$ cat config.mk
export PLATFORM = sky130hd
export DESIGN_NAME = imem_loadable
export DESIGN_NICKNAME = d
export VERILOG_FILES = /design/src/rtl/imem_loadable.sv
export SDC_FILE = /design/constraint.sdc
export NUM_CORES = 2
export LEC_CHECK = 0
export ABC_CLOCK_PERIOD_IN_PS = 17100
export BUFFER_PORTS_ARGS = -buffer_cell sky130_fd_sc_hd__buf_2
export CORE_MARGIN = 2
export CORE_UTILIZATION = 40
export CTS_BUF_LIST = sky130_fd_sc_hd__clkbuf_16
export DETAILED_ROUTE_END_ITERATION = 10
export SLEW_MARGIN = 20
export SYNTH_ARGS = -nofsm -noshare
export SYNTH_HDL_FRONTEND = slang
export SYNTH_SLANG_ARGS = --single-unit
$ cat constraint.sdc
create_clock -name clk -period 17.1 [get_ports clk]
set_input_delay 5.13 -clock clk [delete_from_list [all_inputs] [get_ports clk]]
set_output_delay 5.13 -clock clk [all_outputs]
set_load 0.02 [all_outputs]
$ cat src/rtl/imem_loadable.sv
// Loadable instruction memory: registered fetch port with stall/NOP/fault handling,
// plus a valid/ready load port driven by a three-state loader FSM.
module imem_loadable #(
  parameter int unsigned          XLEN     = 32,
  parameter int unsigned          DEPTH    = 128,
  parameter logic [XLEN-1:0]      NOP_WORD = 32'h0000_0013,
  localparam int unsigned         AW       = $clog2(DEPTH)
) (
  input  logic            clk,
  input  logic            rst_n,
  input  logic            load_start,
  input  logic [AW-1:0]   load_base,
  input  logic [AW:0]     load_len,
  input  logic            load_valid,
  input  logic [XLEN-1:0] load_data,
  output logic            load_ready,
  output logic            load_busy,
  output logic            load_done,
  input  logic            fetch_en,
  input  logic            stall,
  input  logic [XLEN-1:0] pc_in,
  output logic [XLEN-1:0] instr_out,
  output logic            instr_valid,
  output logic            fault_misalign,
  output logic            fault_range
);

  typedef enum logic [1:0] {StIdle, StLoad, StDone} state_e;

  state_e          state_q, state_d;
  logic [AW-1:0]   ptr_q, ptr_d;
  logic [AW:0]     cnt_q, cnt_d;
  logic [XLEN-1:0] instr_q, instr_d;
  logic            valid_q, valid_d;
  logic            fm_q, fm_d;
  logic            fr_q, fr_d;
  logic            mem_we;
  logic            fetch_go;
  logic            pc_misalign;
  logic            pc_oor;

  logic [XLEN-1:0] mem_q [DEPTH];

  // Loader FSM next state; memory write gated by rst_n so a reset edge never writes.
  always_comb begin
    state_d = state_q;
    ptr_d   = ptr_q;
    cnt_d   = cnt_q;
    mem_we  = 1'b0;
    unique case (state_q)
      StIdle: begin
        if (load_start) begin
          if (load_len == '0) begin
            state_d = StDone;
          end else begin
            ptr_d   = load_base;
            cnt_d   = load_len;
            state_d = StLoad;
          end
        end
      end
      StLoad: begin
        if (load_valid) begin
          mem_we = rst_n;
          ptr_d  = ptr_q + 1'b1;
          cnt_d  = cnt_q - 1'b1;
          if (cnt_q == (AW+1)'(1)) state_d = StDone;
        end
      end
      StDone: state_d = StIdle;
      default: state_d = StIdle;
    endcase
  end

  assign load_ready = (state_q == StLoad);
  assign load_busy  = (state_q != StIdle);
  assign load_done  = (state_q == StDone);

  assign fetch_go    = fetch_en && (state_q == StIdle) && !load_start;
  assign pc_misalign = (pc_in[1:0] != 2'b00);
  assign pc_oor      = |pc_in[XLEN-1:AW+2];

  always_comb begin
    instr_d = instr_q;
    valid_d = valid_q;
    fm_d    = fm_q;
    fr_d    = fr_q;
    if (!stall) begin
      instr_d = NOP_WORD;
      valid_d = fetch_go;
      fm_d    = 1'b0;
      fr_d    = 1'b0;
      if (fetch_go) begin
        if (pc_misalign) begin
          fm_d = 1'b1;
        end else if (pc_oor) begin
          fr_d = 1'b1;
        end else begin
          instr_d = mem_q[pc_in[AW+1:2]];
        end
      end
    end
  end

  always_ff @(posedge clk) begin
    if (!rst_n) begin
      state_q <= StIdle;
      ptr_q   <= '0;
      cnt_q   <= '0;
      instr_q <= NOP_WORD;
      valid_q <= 1'b0;
      fm_q    <= 1'b0;
      fr_q    <= 1'b0;
    end else begin
      state_q <= state_d;
      ptr_q   <= ptr_d;
      cnt_q   <= cnt_d;
      instr_q <= instr_d;
      valid_q <= valid_d;
      fm_q    <= fm_d;
      fr_q    <= fr_d;
    end
  end

  // Contents survive reset.
  always_ff @(posedge clk) begin
    if (mem_we) mem_q[ptr_q] <= load_data;
  end

  assign instr_out      = instr_q;
  assign instr_valid    = valid_q;
  assign fault_misalign = fm_q;
  assign fault_range    = fr_q;

endmodule
==> metrics.log <==
[metrics] achievable frequency: 109 MHz
[metrics] sink count of the clock tree: 4148
[metrics] vias post-DR: 79192
[metrics] total standard cell area after synthesis: 158000 µm²
[metrics] net count of the mapped netlist: 7023
[metrics] die area: 400000 µm²
[metrics] number of I/O port buffers: 122
[metrics] Distinct cells, synth: 63
[metrics] Crit Path Max Fanout: 97
[metrics] antenna violations before repair: 37
[metrics] part of the Yosys area used for sequential elements: 78.6%
[metrics] total clock buffers created by CTS: 416
[metrics] width of the die: 632 µm
[metrics] post-placement cell area: 166000 µm²
[metrics] Clock Tree Buf Depth: 4
[metrics] sum of overflow across all layers after global routing: 0
[metrics] unrepaired setup endpoints after global routing: no
[metrics] per-instance average area after synthesis: 22.8 µm²
[metrics] I/O pin count: 123
[metrics] ys flop type: edfxtp_1
[metrics] total negative slack for setup checks: 0 ns
[metrics] clock tree from TritonCTS: built
[metrics] vertical die dimension: 632 µm
[metrics] internal reg-to-reg setup slack: 12.84 ns
[metrics] power density relative to cell area: 118 nW/µm²
[metrics] Detail Route Antenna Nets: 0
[metrics] Layout Skew: 0.0576 ns
[metrics] Critical Path Sink: instr_out[5]
[metrics] Detailed Route Iter0 Violations: 12450
[metrics] number of remaining DRC errors: 0
[metrics] worst hold path cell count: 2
[metrics] largest net degree at the start of global routing: 114
[metrics] count of warnings emitted by yosys: 0
[metrics] global placement routability congestion: 0.863
[metrics] startpoint kind of the worst setup timing path: input port
[metrics] clock tree root driver cell: clkbuf_16
[metrics] Starting Density: 40.2%
[metrics] count of flip-flops with a built-in enable after synthesis: 4096
[metrics] final routed wirelength across all metal layers: 463000 µm
[metrics] total count of max-transition violations in the final report: 0
[metrics] area grow syn2layout: 13.9%
[metrics] Hold/Removal Path Class: reg -> reg
[metrics] Leak: 55.4 nW
[metrics] routed wirelength normalized by instance count: 35.8 µm
[metrics] worst r2r path cells: 6
[metrics] ys async rst share: 0%
[metrics] Clock Latency Late Sink: 0.99 ns
[metrics] signal arrival time at the worst endpoint: 10.01 ns
[metrics] result of the run: finished clean
[metrics] post-route minimum period: 9.19 ns
[metrics] reg-to-reg endpoint: instr_out[22]
[metrics] final core utilization: 45.8%
[metrics] critical path class: in -> reg
[metrics] detailed placer's ending HPWL: 254000 µm
[metrics] fraction of final layout cells sized beyond drive strength 1: 28.1%
[metrics] final non-filler cell area: 180000 µm²
[metrics] clock transition at the registers of the reported paths: 0.06 ns
[metrics] buffers inserted during post-CTS setup optimization: 0
[metrics] max-cap violation count: 0
[metrics] pin slew with the least headroom to its limit: 1.18 ns
[metrics] row count: 230
[metrics] first-pass detailed-route iteration total: 6
[metrics] number of hold violations in the final report: 0
[metrics] first-pass GRT wire length: 635000 µm
[metrics] standard cell core area: 393000 µm²
[metrics] share of the cycle needed by the critical path after routing: 53.7%
[metrics] Crit path required time: 17.92 ns
[metrics] flip-flop and latch count after synthesis: 4148
[metrics] GRT Util Overall: 22.8%
[metrics] startpoint of the worst setup timing path: pc_in[2]
[metrics] Max H-tree Level: 5
[metrics] filler cell count in the final layout: 32310
[metrics] number of nets at the end of the flow: 7435
[metrics] relative slew slack: 20.9%
[metrics] number of global-route vias before repair: 78004
[metrics] Resized cells post-CTS: 0
[metrics] nature of the critical path endpoint: register
[metrics] endpoints failing setup: 0
[metrics] Post-Syn Instances: 6935
[metrics] Worst IR Drop VDD: 0.0000860 V
[metrics] Via-to-Cell Ratio: 6.13
[metrics] number of hold-repair buffers added at the cts stage: 0
[metrics] beginning of the worst register-to-register path: state_q[1]
==> critical path: stages <==
cell      delay [ns]
buf_12          0.52
buf_4           0.64
buf_12          0.59
buf_4           0.86
mux4_2          0.59
a22oi_1         0.22
a21oi_1         0.17
nor4_1          0.76
o211ai_1        0.15
==> cells in the mapped netlist (all sizes together), types with 4 or more instances <==
library cell	instances	area share, %
a2111oi	9	0.050
a211oi	34	0.16
a21oi	136	0.43
a221oi	7	0.039
a22o	9	0.050
a22oi	302	1.4
a311oi	4	0.022
a31oi	35	0.14
and2	6	0.024
and3	28	0.11
buf	235	0.90
clkbuf	168	0.40
dfxtp	52	0.66
edfxtp	4096	78
inv	6	0.014
mux2	32	0.23
mux2i	130	0.82
mux4	1007	14
nand2	98	0.23
nand2b	14	0.056
nand3	35	0.11
nand3b	4	0.019
nand4	20	0.079
nor2	181	0.44
nor2b	23	0.091
nor3	24	0.076
nor4	40	0.16
o2111ai	34	0.19
o211ai	31	0.15
o21ai	28	0.089
o22ai	54	0.21
o32ai	6	0.033
or2	4	0.016
or3	10	0.043
or4	5	0.029
==> registers in the layout (all words and copies together), names as in the netlist <==
name,cells
fault_misalign,1
instr_out,32
cnt_q,8
state_q,2
ptr_q,7
fault_range,1
instr_valid,1
mem_q,4096
==> power breakdown <==
| part | switching [W] | leakage (nW) | internal (W) |
|---|---|---|---|
| Sequential | 0.0000149 | 37.2 | 0.0112 |
| Clock | 0.00390 | 6.90 | 0.00503 |
| Combinational | 0.000676 | 11.3 | 0.000326 |
| Total | 0.00459 | 55.4 | 0.0165 |
==> worst min-delay path by stage <==
| stage | slack [ns] | to | start |
|---|---|---|---|
| after floorplan | 0.45 | cnt_q[1] | cnt_q[1] |
| after global placement | 0.45 | fault_misalign | fault_misalign |
| after detailed placement | 0.46 | instr_out[13] | instr_out[13] |
| after CTS | 0.48 | instr_out[13] | instr_out[13] |
| after global routing | 0.50 | instr_out[13] | instr_out[13] |
| final | 0.49 | instr_out[13] | instr_out[13] |
==> routing by layer <==
| layer | global-route usage, % | wire, µm |
|---|---|---|
| met4 | 7.76 | 17900 |
| met3 | 4.69 | 48100 |
| met1 | 32.2 | 183000 |
| met5 | 0 | 44 |
| met2 | 35.5 | 215000 |
==> metrics by stage <==
step                power [W]  setup slack, ns  hold slack, ns  cells
CTS                    0.0212             7.79           0.477  12913
global route           0.0216             7.46           0.504  12916
finish                 0.0211             7.91           0.488  12929
global placement       0.0124             6.08           0.451  12143
floorplan              0.0119             7.77           0.455   6935
detailed placement     0.0124             6.74           0.463  12147
==> cells in the final DEF (no fill, tap or decap), drive strengths merged, types with 10 or more instances in the layout <==
master / synthesis / routed
nand2: 98 / 98
nor4: 40 / 40
clkinv: 2 / 177
nor2: 181 / 181
a211oi: 34 / 34
o2111ai: 34 / 34
inv: 6 / 132
dfxtp: 52 / 52
a22oi: 302 / 302
nand4: 20 / 20
and3: 28 / 28
diode: 0 / 14
nand3: 35 / 35
o21ai: 28 / 28
mux4: 1007 / 1007
clkbuf: 168 / 417
nor3: 24 / 24
bufinv: 0 / 39
nor2b: 23 / 23
a31oi: 35 / 35
edfxtp: 4096 / 4096
nand2b: 14 / 14
mux2i: 130 / 130
a21oi: 136 / 136
o22ai: 54 / 54
or3: 10 / 10
mux2: 32 / 32
buf: 235 / 397
o211ai: 31 / 31
==> cell families after synthesis <==
group | share of synthesized area (%)
adders and majority gates | 0.0238
AOI/OAI and AO/OA | 3.07
and+or+nand+nor | 1.54
muxes | 15.4
buffers and inverters | 1.32
DFF | 78.6
==> final cells by class <==
cell class | instances | area, µm² | area share (%)
clock inverters | 349 | 2840 | 1.58
diodes | 14 | 35.0 | 0.0195
well taps | 5220 | 6530 | 3.64
clock buffers | 417 | 10400 | 5.81
inverters | 8 | 30.0 | 0.0167
repair buffers | 397 | 3010 | 1.67
multi-input cells | 2376 | 32700 | 18.2
flip-flops and latches | 4148 | 124000 | 69.0
Power figures use the tool's default switching activity.
